<file path="src/rtl/stash_pkg.sv">
// Shared constants and FSM state type for the stash sequencer.
// The auto-scan feature is built only when STASH_CTRL_AUTO_SCAN_EN is defined.
package stash_pkg;

  localparam int DEPTH_DEF       = 5;
  localparam int GUARD_DEF       = 2;
  localparam int SCAN_PERIOD_DEF = 100000000;

  typedef logic [1:0] state_t;

  localparam state_t S_IDLE    = 2'd0;
  localparam state_t S_CAP     = 2'd1;
  localparam state_t S_GUARD_W = 2'd2;
  localparam state_t S_BRW     = 2'd3;

  function automatic int cw(input int n);
    return (n <= 1) ? 1 : $clog2(n);
  endfunction

endpackage

</file>
<file path="src/rtl/stash_ctrl_scan_timer.sv">
// Free-running browse timer: one-cycle tick every PERIOD enabled cycles.
// Used by stash_ctrl only when STASH_CTRL_AUTO_SCAN_EN is defined.
module scan_timer
  import stash_pkg::*;
#(
  parameter int PERIOD = SCAN_PERIOD_DEF
) (
  input  logic clk,
  input  logic reset,
  input  logic en,
  input  logic clr,
  output logic tick
);

  localparam int W = cw(PERIOD);
  localparam logic [W-1:0] LAST = W'(PERIOD - 1);

  logic [W-1:0] cnt_q, cnt_d;

  assign tick = en & ~clr & (cnt_q == LAST);

  always_comb begin
    cnt_d = cnt_q + 1'b1;
    if (!en || clr || tick) cnt_d = '0;
  end

  always_ff @(posedge clk) begin
    if (!reset) cnt_q <= '0;
    else        cnt_q <= cnt_d;
  end

endmodule

</file>
<file path="src/rtl/stash_ctrl.sv">
// Capture/browse sequencer driving write and browse strobes toward a stash.
// Define STASH_CTRL_AUTO_SCAN_EN to add scan_en and the periodic auto-browse.
module stash_ctrl
  import stash_pkg::*;
#(
  parameter int DEPTH       = DEPTH_DEF,
  parameter int GUARD       = GUARD_DEF,
  parameter int SCAN_PERIOD = SCAN_PERIOD_DEF
) (
  input  logic                         clk,
  input  logic                         reset,
  input  logic                         lap_req,
  input  logic                         browse_req,
  input  logic [7:0]                   time_in,
  input  logic                         freeze,
`ifdef STASH_CTRL_AUTO_SCAN_EN
  input  logic                         scan_en,
`endif
  output logic [7:0]                   sample_in,
  output logic                         sample_in_valid,
  output logic                         next_sample,
  output logic [$clog2(DEPTH+1)-1:0]   count,
  output logic                         full
);

  localparam int CW = $clog2(DEPTH + 1);
  localparam int GW = cw(GUARD);
  localparam logic [CW-1:0] DEPTH_C = CW'(DEPTH);
  localparam logic [GW-1:0] GLAST   = GW'(GUARD - 1);

  state_t        state_q, state_d;
  logic [GW-1:0] gcnt_q, gcnt_d;
  logic [CW-1:0] count_q, count_d;
  logic [7:0]    smp_q, smp_d;
  logic          pend_q, pend_d;
  logic          vld_q, vld_d;
  logic          nxt_q, nxt_d;
  logic          cap_go, scan_tick, brw_in, pend_now, guard_done;

  assign cap_go = (state_q == S_IDLE) & lap_req & ~freeze;

`ifdef STASH_CTRL_AUTO_SCAN_EN
  scan_timer #(.PERIOD(SCAN_PERIOD)) u_scan (
    .clk  (clk),
    .reset(reset),
    .en   (scan_en),
    .clr  (cap_go),
    .tick (scan_tick)
  );
`else
  assign scan_tick = 1'b0;
`endif

  assign brw_in   = browse_req | scan_tick;
  assign pend_now = pend_q | brw_in;
  assign guard_done =
    ((state_q == S_CAP) && (GUARD == 0)) ||
    ((state_q == S_GUARD_W) && (gcnt_q == '0));

  always_comb begin
    state_d = state_q;
    gcnt_d  = gcnt_q;
    count_d = count_q;
    smp_d   = smp_q;
    pend_d  = pend_q;
    vld_d   = 1'b0;
    nxt_d   = 1'b0;
    case (state_q)
      S_IDLE: begin
        if (cap_go) begin
          state_d = S_CAP;
          vld_d   = 1'b1;
          smp_d   = time_in;
          pend_d  = pend_now;
          if (count_q != DEPTH_C) count_d = count_q + 1'b1;
        end else if (pend_q || (brw_in && count_q >= CW'(2))) begin
          state_d = S_BRW;
          nxt_d   = 1'b1;
          pend_d  = 1'b0;
        end
      end
      S_CAP: begin
        state_d = S_GUARD_W;
        gcnt_d  = GLAST;
        pend_d  = pend_now;
      end
      S_GUARD_W: begin
        gcnt_d = gcnt_q - 1'b1;
        pend_d = pend_now;
      end
      default: begin
        state_d = S_IDLE;
        pend_d  = brw_in;
      end
    endcase
    // Guard exit hands a pending browse straight to BRW.
    if (guard_done) begin
      if (pend_now) begin
        state_d = S_BRW;
        nxt_d   = 1'b1;
        pend_d  = 1'b0;
      end else begin
        state_d = S_IDLE;
        pend_d  = 1'b0;
      end
    end
  end

  always_ff @(posedge clk) begin
    if (!reset) begin
      state_q <= S_IDLE;
      gcnt_q  <= '0;
      count_q <= '0;
      smp_q   <= '0;
      pend_q  <= 1'b0;
      vld_q   <= 1'b0;
      nxt_q   <= 1'b0;
    end else begin
      state_q <= state_d;
      gcnt_q  <= gcnt_d;
      count_q <= count_d;
      smp_q   <= smp_d;
      pend_q  <= pend_d;
      vld_q   <= vld_d;
      nxt_q   <= nxt_d;
    end
  end

  assign sample_in       = smp_q;
  assign sample_in_valid = vld_q;
  assign next_sample     = nxt_q;
  assign count           = count_q;
  assign full            = (count_q == DEPTH_C);

endmodule

</file>
<file path="config.mk">
export PLATFORM = sky130hd
export DESIGN_NAME = stash_ctrl
export DESIGN_NICKNAME = d
export VERILOG_FILES = /design/src/rtl/stash_pkg.sv /design/src/rtl/stash_ctrl_scan_timer.sv /design/src/rtl/stash_ctrl.sv
export SDC_FILE = /design/constraint.sdc
export NUM_CORES = 1
export LEC_CHECK = 0
export ABC_AREA = 1
export CELL_PAD_IN_SITES_DETAIL_PLACEMENT = 0
export CELL_PAD_IN_SITES_GLOBAL_PLACEMENT = 1
export CORE_UTILIZATION = 33
export DETAILED_ROUTE_END_ITERATION = 16
export PLACE_DENSITY = 0.9
export RECOVER_POWER = 50
export SYNTH_ARGS = -nofsm -noshare
export SYNTH_HDL_FRONTEND = slang
export SYNTH_SLANG_ARGS = --single-unit
</file>
<file path="constraint.sdc">
create_clock -name clk -period 3.1 [get_ports clk]
set_input_delay 0.93 -clock clk [delete_from_list [all_inputs] [get_ports clk]]
set_output_delay 0.93 -clock clk [all_outputs]
set_load 0.05 [all_outputs]
</file>
## Word level (Yosys, flattened, before mapping)

Cells that the tools add are included.

- Bits in registers: 17
- Latch bits: 0
- Memory bits (writable): 0
- ROM bits: 0
- Input port bits: 13
- Logic and storage cells: 49
- Memories: 0

- Add/sub/neg operators: 2
- Multiply operators: 0
- Div/mod/pow operators: 0
- $lt $le $gt $ge: 1
- Equal/unequal tests: 7
- Shifts and indexed selects: 0
- Muxes and demuxes: 15
- Bitwise operators: 6
- Reduce and logical (&&, ||, !) cells: 11

Operator list:

| operator | count |
|---|---|
| 1-bit two-way mux | 8 |
| 2-bit two-way mux | 4 |
| 2-bit one-hot mux with 3 select lines | 1 |
| 2-bit AND reduction | 3 |
| 4-bit by 3-bit != test with 1-bit output, second input constant | 1 |
| 1-bit one-hot mux with 2 select lines | 2 |
| 2-bit OR reduction | 2 |
| 3-bit by 1-bit adder with 3-bit output, second input constant | 1 |
| 3-bit == test, second input constant | 1 |
| 3-bit by 2-bit greater-or-equal comparator with 1-bit output, second input constant | 1 |
| 3-bit by 2-bit != test with 1-bit output, second input constant | 1 |
| 3-bit != test, second input constant | 1 |
| 1-bit NOT | 3 |
| 3-bit AND reduction | 1 |
| 1-bit bitwise AND | 2 |
| 2-bit by 1-bit == test with 1-bit output, second input constant | 1 |
| 2-bit == test, second input constant | 1 |
| 1-bit logical AND | 2 |
| 2-bit logical NOT | 1 |
| 2-bit != test, second input constant | 1 |
| 2-bit nonzero test | 1 |
| 1-bit logical OR | 1 |
| 1-bit OR | 1 |
| 1-bit subtractor, second input constant | 1 |

## Depth between registers and ports, before layout

Gate-level depths: netlist (run 1).

- Word-level depth: 8
- Mapped depth: 8
- Mapped depth without buffers: 8

## Worst setup path after synthesis (run 1)

OpenSTA, ideal clock, no wires.

- Path kind: flip-flop to output port
- Start point: reg count_q[0] (netlist: count[0])
- End point: out full
- Arrival time: 1198 ps
- Required time: 2170 ps
- Path slack: 972 ps
- Cell stages (with the launch flop): 4
- Buffers on the path: 0
- Cell sequence: dfxtp_1 > ha_1 > nand2_1 > inv_2

- Cells in the longest elaborated chain, start to end: 1

RTL lines:

| what | RTL line | RTL |
|---|---|---|
| start, declared | stash_ctrl.sv:33 | `logic [CW-1:0] count_q, count_d;` |
| start signal, assigned | stash_ctrl.sv:121 | `count_q <= count_d;` |
| 3-bit == test | stash_ctrl.sv:133 | `assign full = (count_q == DEPTH_C);` |
| end, declared | stash_ctrl.sv:23 | `output logic full` |

No other way between the ends.

## Final worst setup path (run 1)

Same ends and word-level chain as after synthesis.

==> results of run 1 <==
placed cells by master, fill, tap and decap left out, types with 3 or more instances in the layout:
cell type / n
nor2_1: 23
clkdlybuf4s50_1: 23
nand2_1: 17
dfxtp_1: 17
o21ai_0: 12
inv_1: 10
ha_1: 7
nand3_1: 4
a21oi_1: 4
clkbuf_4: 3
dlygate4sd3_1: 3
worst max path at each step:
stage,from,endpoint,cells after the start
after floorplan,count[0],full,3
after global placement,count[0],full,4
after detailed placement,count[0],full,4
after CTS,count[0],full,4
after global routing,count[0],full,4
final,count[0],full,4
critical path: cells and delay by family (launching register included):
kind | cells | cell delay, ns
buffers and inverters | 2 | 0.85
AND/OR/NAND/NOR | 1 | 0.06
adder cells (fa/ha/maj) | 1 | 0.16
flip-flops | 1 | 0.41
per-stage QoR:
step | cell area [um^2] | instances
after floorplan | 803 | 105
after global placement | 1090 | 157
after detailed placement | 1090 | 157
after CTS | 1120 | 161
after global routing | 1100 | 161
final | 1100 | 161
flip-flops by register name, indices dropped and copies added (netlist names):
name and flops:
count 3, gcnt_q 1, next_sample 1, pend_q 1, sample_in 8, sample_in_valid 1, state_q 2
logic make-up after synthesis:
group                      after synthesis  share of synthesized area (%)
buffers and inverters                   14                           6.70
DFF                                     17                           42.4
and+or+nand+nor                         47                           26.2
AOI/OAI and AO/OA                       19                           12.8
adders and majority gates                7                           10.9
xor gates and xnor gates                 1                           1.09
where the power goes:
| part | leakage, nW | switching, mW | internal, mW |
|---|---|---|---|
| Sequential | 0.139 | 0.0317 | 0.264 |
| Combinational | 0.327 | 0.241 | 0.144 |
| Clock | 0.0150 | 0.0665 | 0.0500 |
routing by layer:
metal | wire length, um | track usage (%)
met1 | 761 | 16.7
met3 | 73 | 5.36
met2 | 820 | 25.9
met5 | 0 | 0
met4 | 14 | 4.05
final cells by class:
| cell class | instances | area [um^2] |
|---|---|---|
| fillers | 248 | 1160 |
| multi-input cells | 74 | 392 |
| flip-flops and latches | 17 | 340 |
| repair buffers | 26 | 260 |
| inverters | 12 | 45.0 |
| well taps | 28 | 35.0 |
| clock buffers | 4 | 26.3 |
==> flow_summary.json, run 1 <==
{
  "tns_ns": 0,
  "hold_ws_ns": 0.491,
  "ys.flop_type": "dfxtp_1",
  "start_util_pct": 35.6,
  "clock_sinks": 17,
  "synth-seq-cells": 17,
  "synth_nets": 125,
  "crit_path_end_kind": "primary output",
  "ctsResizeCount": 0,
  "slew_headroom_pct": 66.2,
  "die_area_um2": 2640,
  "reg2reg_depth": 6,
  "tightest_slew_ns": 0.505,
  "rsz0062_at_grt": "no",
  "maxCapViolCount": 0,
  "viasPerCell": 4.64,
  "hp-class": "reg -> reg",
  "tritoncts": "done",
  "critical_path.cell_chain": "ha_1, nand2_1, inv_2, clkdlybuf4s50_1",
  "overflow": 0,
  "setup_viol": 0,
  "layout-drive-gt1-share_pct": 4.51,
  "final_hold_viol_count": 0,
  "ys_types": 21,
  "path_clk_slew_ns": 0.10,
  "ys_top_cells_by_count": "nor2_1, dfxtp_1, nand2_1",
  "startpoint_type": "flip-flop",
  "yosysWarnings": 0,
  "avgSynthCellArea_um2": 7.65,
  "slew_violations": 0,
  "r2r_end": "pend_q",
  "post-synth-top-count-cell": "nor2_1",
  "cp_data_required_time_ns": 2.17,
  "setup_slack_ns": 0.397,
  "drt_iter0_markers": 7,
  "p_leak_nw": 0.482,
  "ir_drop_uv": 482,
  "port_buffers": 26,
  "min_period_ns": 2.70,
  "r2r_start": "state_q[0]",
  "seq_area_frac_synth_pct": 42.4,
  "worstHoldStart": "sample_in[3]",
  "hpwl_um": 1290,
  "synthToLayoutAreaGrowth_pct": 36.8,
  "avgRoutedWirePerCell_um": 10.4,
  "syn_area_um2": 803,
  "timing.final.crit_share_pct": 87.2,
  "crit_type": "reg -> out",
  "cts_hold_buffers": 0,
  "hold-path-cell-count": 2,
  "holdPathEnd": "sample_in[3]",
  "yosysTopAreaCell": "dfxtp_1",
  "cpPeakStageDelay_ns": 0.79,
  "power.density_nw_per_um2": 726,
  "grt_max_degree": 16,
  "dr.pass1.iters": 4,
  "antenna_found_initial": 0,
  "clk_latency_ns": 0.28,
  "dp_worst_setup_slack_ns": 0.677,
  "die-height_um": 51.3,
  "cts_root_buf": "clkbuf_4",
  "grt.total_usage_pct": 14.7,
  "num_rows": 17,
  "power.total_mw": 0.797,
  "postRouteAntennaNets": 0,
  "syn_inst": 105,
  "postCtsSetupRepairBufs": 0,
  "h-tree-depth": 1,
  "fmax_ghz": 0.370,
  "cts_buffer_depth": 2,
  "fp.dieW_um": 51.3,
  "drc": 0,
  "finish.utilization_pct": 48.7,
  "finalClockSkew_ns": 0.00370,
  "synth_top_area_share_pct": 42.4,
  "slowest_stage": "clkdlybuf4s50_1",
  "worstPathArrival_ns": 1.77,
  "async_reset_ff_share_pct": 0,
  "grt_pass1_vias": 720,
  "place_congestion": 0.714,
  "cp_max_fo": 5,
  "cts_buffers": 3,
  "status": "complete, no violations",
  "rrSetupSlack_ns": 1.24,
  "io_pins": 27,
  "core-area_um2": 2250,
  "fin_nets": 154,
  "n_antenna_cell": 0,
  "finalWirelength_um": 1670,
  "synth_edf_count": 0,
  "vias": 747,
  "grt_pass1_wl_um": 2880,
  "synth_top_cells_by_area": "dfxtp_1, ha_1, nor2_1"
}
Power figures use the tool's default switching activity.
==> run 2, diff against run 1 <==
Settings changed: CELL_PAD_IN_SITES_DETAIL_PLACEMENT 0 to unset, CELL_PAD_IN_SITES_GLOBAL_PLACEMENT 1 to unset, CORE_UTILIZATION 33 to 35, PLACE_DENSITY 0.9 to 0.73, SYNTH_HIERARCHICAL set to 1.
==> run 2 against run 1 <==
Sequential share of layout area is essentially flat. Setup slack lost 0.024 ns. Largest power group unchanged. Highest routed layer unchanged. Critical path type unchanged. Utilization grew 4.6 points. Clock power up 5%. Critical path depth unchanged. Sequential power about the same. Critical endpoint unchanged.
==> flow_summary.json, run 2 <==
{
  "n_antenna_cell": 0,
  "yosysWarnings": 6,
  "timing.final.crit_share_pct": 88.0,
  "synth_nets": 125,
  "path_clk_slew_ns": 0.10,
  "synth-seq-cells": 17,
  "dr.pass1.iters": 4,
  "fmax_ghz": 0.367,
  "synth_top_area_share_pct": 42.4,
  "p_leak_nw": 0.485,
  "antenna_found_initial": 0,
  "finalClockSkew_ns": 0.000449,
  "cts_buffer_depth": 2,
  "r2r_start": "state_q[0]",
  "cts_hold_buffers": 0,
  "postCtsSetupRepairBufs": 0,
  "seq_area_frac_synth_pct": 42.4,
  "hp-class": "reg -> reg",
  "fin_nets": 154,
  "grt_pass1_wl_um": 2950,
  "layout-drive-gt1-share_pct": 5.26,
  "cp_max_fo": 5,
  "final_cell_mix": "clkdlybuf4s50_1, nor2_1, nand2_1, dfxtp_1, o21ai_0",
  "start_util_pct": 39.0,
  "grt.total_usage_pct": 15.5,
  "finalNonFillerCells": 160,
  "final_common_cell": "clkdlybuf4s50_1",
  "overflow": 0,
  "port_buffers": 26,
  "power.total_mw": 0.806,
  "crit_type": "reg -> out",
  "drc": 0,
  "async_reset_ff_share_pct": 0,
  "rsz0062_at_grt": "no",
  "syn_area_um2": 803,
  "rrSetupSlack_ns": 1.23,
  "postRouteAntennaNets": 0,
  "hpwl_um": 1320,
  "ys.flop_type": "dfxtp_1",
  "cts_buffers": 3,
  "ys_top_cells_by_count": "nor2_1, dfxtp_1, nand2_1",
  "clock_sinks": 17,
  "avgSynthCellArea_um2": 7.65,
  "die_area_um2": 2490,
  "num_rows": 16,
  "maxCapViolCount": 0,
  "grt_max_degree": 16,
  "tritoncts": "done",
  "syn_inst": 105,
  "largest_reg_flops": 8,
  "grt_pass1_vias": 689,
  "vias": 751,
  "status": "complete, no violations",
  "crit_path_end_kind": "primary output",
  "cts_root_buf": "clkbuf_4",
  "power.density_nw_per_um2": 733,
  "hold_ws_ns": 0.495,
  "yosysTopAreaCell": "dfxtp_1",
  "synth_top_cells_by_area": "dfxtp_1, ha_1, nor2_1",
  "crit_start": "count[0]",
  "min_period_ns": 2.73,
  "synth_edf_count": 0,
  "finalWirelength_um": 1720,
  "slew_headroom_pct": 65.2,
  "slew_violations": 0,
  "setup_viol": 0,
  "viasPerCell": 4.69,
  "finish.utilization_pct": 53.3,
  "ir_drop_uv": 381,
  "clk_latency_ns": 0.29,
  "final_hold_viol_count": 0,
  "core-area_um2": 2060,
  "place_congestion": 0.817,
  "post-synth-top-count-cell": "nor2_1",
  "ctsResizeCount": 0,
  "synthToLayoutAreaGrowth_pct": 36.9,
  "cp_data_required_time_ns": 2.17,
  "tns_ns": 0,
  "worstHoldStart": "sample_in[1]",
  "ys_types": 21,
  "drt_iter0_markers": 12,
  "avgRoutedWirePerCell_um": 10.7,
  "tightest_slew_ns": 0.517,
  "io_pins": 27,
  "h-tree-depth": 1,
  "dp_cells": 156,
  "fp.dieW_um": 49.9,
  "die-height_um": 49.9,
  "worstPathArrival_ns": 1.80,
  "startpoint_type": "flip-flop"
}
## run 2: cell counts after synthesis
Identical to the previous run, type by type.
## run 2: where the power goes
| group | leakage [nW] | switching (mW) | internal, mW |
|---|---|---|---|
| clock network | 0.0177 | 0.0746 | 0.0481 |
| registers | 0.139 | 0.0302 | 0.264 |
| logic | 0.328 | 0.245 | 0.144 |
## run 2: final timing paths
path / endpoint / cells past startpoint
worst max-delay path: full / 4
worst min-delay path: sample_in[1] / 2
worst max register to register: pend_q / 6
worst min register to register: sample_in[1] / 2
## run 2: routing by layer
layer	global-route usage, %	part of all wire (%)
met1	19.1	45
met2	25.7	48
met3	3.09	5.2
met4	7.14	1.2
met5	0	0
## run 2: critical path, stage by stage, from the launching register on
cell and delay [ns]:
dfxtp_1 0.41, ha_1 0.17, nand2_1 0.07, inv_2 0.06, clkdlybuf4s50_1 0.79
## run 2: cell families (layout without fill, tap and decap cells)
kind of cell | Yosys count | after routing | share of synthesized area (%)
flip-flops | 17 | 17 | 42.4
buffers and inverters | 14 | 42 | 6.70
XOR/XNOR | 1 | 1 | 1.09
adder cells (fa/ha/maj) | 7 | 7 | 10.9
AND/OR/NAND/NOR | 47 | 47 | 26.2
AO/OA/AOI/OAI | 19 | 19 | 12.8
## run 2: layout make-up
| cell class | count | area, um^2 |
|---|---|---|
| clock buffer | 3 | 22.5 |
| clock inverter | 1 | 5.00 |
| fill | 201 | 962 |
| inverter | 12 | 45.0 |
| multi-input combinational | 74 | 393 |
| sequential | 17 | 340 |
| tap | 27 | 33.8 |
| timing repair buffer | 26 | 260 |
## run 2: per-stage QoR
step	worst slack [ns]	instance area, um^2
after floorplan	0.972	803
after global placement	0.718	1090
after detailed placement	0.672	1090
after CTS	0.329	1120
after global routing	0.244	1100
final	0.373	1100
==> run 3, diff against run 2 <==
Settings changed: GPL_ROUTABILITY_DRIVEN set to 0.
==> results of run 3 <==
Same layout as run 2: the final DEF is identical, and so are final timing and power.
==> variant: new RTL, flow settings as in run 2 <==
The option `STASH_CTRL_AUTO_SCAN_EN` is turned on by a define.
--- a/src/rtl/stash_ctrl.sv
+++ b/src/rtl/stash_ctrl.sv
@@ -1,5 +1,7 @@
 // Capture/browse sequencer driving write and browse strobes toward a stash.
 // Define STASH_CTRL_AUTO_SCAN_EN to add scan_en and the periodic auto-browse.
+`define STASH_CTRL_AUTO_SCAN_EN
+
 module stash_ctrl
   import stash_pkg::*;
 #(
Ports: changed (added scan_en); port bits go from 27 to 28. No check against the original RTL was run, so the function may have changed too.
==> variant against run 2 <==
The run now ends with DRC left. Area after synthesis increased to 2.9 times the old value. Routed wire length increased to 2.6 times the old value. Non-clock buffer count increased by 3. Combinational power increased by 6.9%. Sequential power increased by 120%. Setup slack improved by 0.014 ns. Sequential share of layout area increased by 1.0 points. Cell area increased to 2.5 times the old value. Register-to-register slack about the same. Global-route usage decreased by 0.95 points. Total power increased by 78%. Sequential cell count increased by 27.
==> variant: results (changes against run 2) <==
| Metric | Value |
|---|---|
| Vias in the first global route | 2,037 (was 689) |
| Pre-CTS WS | 0.448 ns (was 0.672 ns) |
| Vias | 2,055 (was 751) |
| Initial DRC count | 106 (was 12) |
| Root Buffer Master | clkbuf_8 (was clkbuf_4) |
| Worst rel slew slack | 58.4% (was 65.2%) |
| Pleak | 1.04 nW (was 0.485 nW) |
| Clock slew at reported path FFs | 0.08 ns (was 0.10 ns) |
| Syn_area_per_cell | 6.90 um^2 (was 7.65 um^2) |
| Grt met1 use | 17.2% (was 19.1%) |
| Post-synth cell types | 27 (was 21) |
| Multi-input combinational area share | 45.4% (was 35.7%) |
| Clock Skew | 0.00812 ns (was 0.000449 ns) |
| Nets | 394 (was 154) |
| Global-route wire length before repair | 8420 um (was 2950 um) |
| WL met3 | 185 um (was 90 um) |
| Drt pass-1 iters | 12 (was 4) |
| Most frequent cells after synthesis | 87 x nand2_1, 56 x nor2_1, 44 x dfxtp_1 (was 22 x nor2_1, 17 x dfxtp_1, 17 x nand2_1) |
| Global-route usage over all layers | 14.6% (was 15.5%) |
| Multi-input combinational cell area | 1250 um^2 (was 393 um^2) |
| Met3 GRT Util | 3.96% (was 3.09%) |
| Multi-input gates | 249 (was 74) |
| Clock sinks | 44 (was 17) |
| Syn_nets | 362 (was 125) |
| Met2 routed WL | 2100 um (was 825 um) |
| Buffers outside the clock class | 29 (was 26) |
| Clock power share | 25.8% (was 15.2%) |
| Switching Share | 35.6% (was 43.4%) |
| CP arrival | 1.78 ns (was 1.80 ns) |
| Worst r2r dst | state_q[1] (was pend_q) |
| # clk buffers | 6 (was 3) |
| H-tree levels | 2 (was 1) |
| Biggest consumer | sequential cells (was combinational cells) |
| Sequential share of the synthesized area | 37.5% (was 42.4%) |
| Final hold slack | 0.456 ns (was 0.495 ns) |
| Utilization after layout | 42.9% (was 53.3%) |
| Post-route DRC | 1 (was 0) |
| Power Density | 521 nW/um^2 (was 733 nW/um^2) |
| M1 WL | 2200 um (was 778 um) |
| Placed cell areas | 2690 um^2 (was 1090 um^2) |
| Status | finished, violations left (was completed) |
| GP Congestion | 0.863 (was 0.817) |
| Non-Filler Instances | 450 (was 160) |
| Failing checks | DRC |
| Max reg flops | 27 (was 8) |
| Cell count of the worst reg-to-reg path | 15 (was 6) |
| DP HPWL | 3430 um (was 1320 um) |
-- variant: changes by cell type after synthesis, sizes merged, moves of 2 or more --
cell	change
a21oi	+10
and2	+2
buf	+2
dfxtp	+27
inv	+32
nand2	+77
nand3	+18
nor2	+56
nor3	-2
o21ai	+3
xnor2	+3
xor2	+5
-- variant: kinds of logic (layout without fill, tap and decap cells) --
logic type / Yosys count / in the layout / synth area share [%]
buffers and inverters: 47 / 80 / 8.69
AND/OR/NAND/NOR: 200 / 200 / 38.7
AO/OA/AOI/OAI: 32 / 32 / 7.47
flip-flops: 44 / 44 / 37.5
adder cells (fa/ha/maj): 8 / 8 / 4.27
XOR/XNOR: 9 / 9 / 3.36
-- variant: worst max path at each step --
stage | end | slack, ns | depth (start not counted)
floorplan | full | 0.87 | 3
global placement | state_q[1] | 0.53 | 14
detailed placement | state_q[1] | 0.45 | 14
CTS | full | 0.35 | 4
global route | full | 0.26 | 4
finish | full | 0.39 | 4
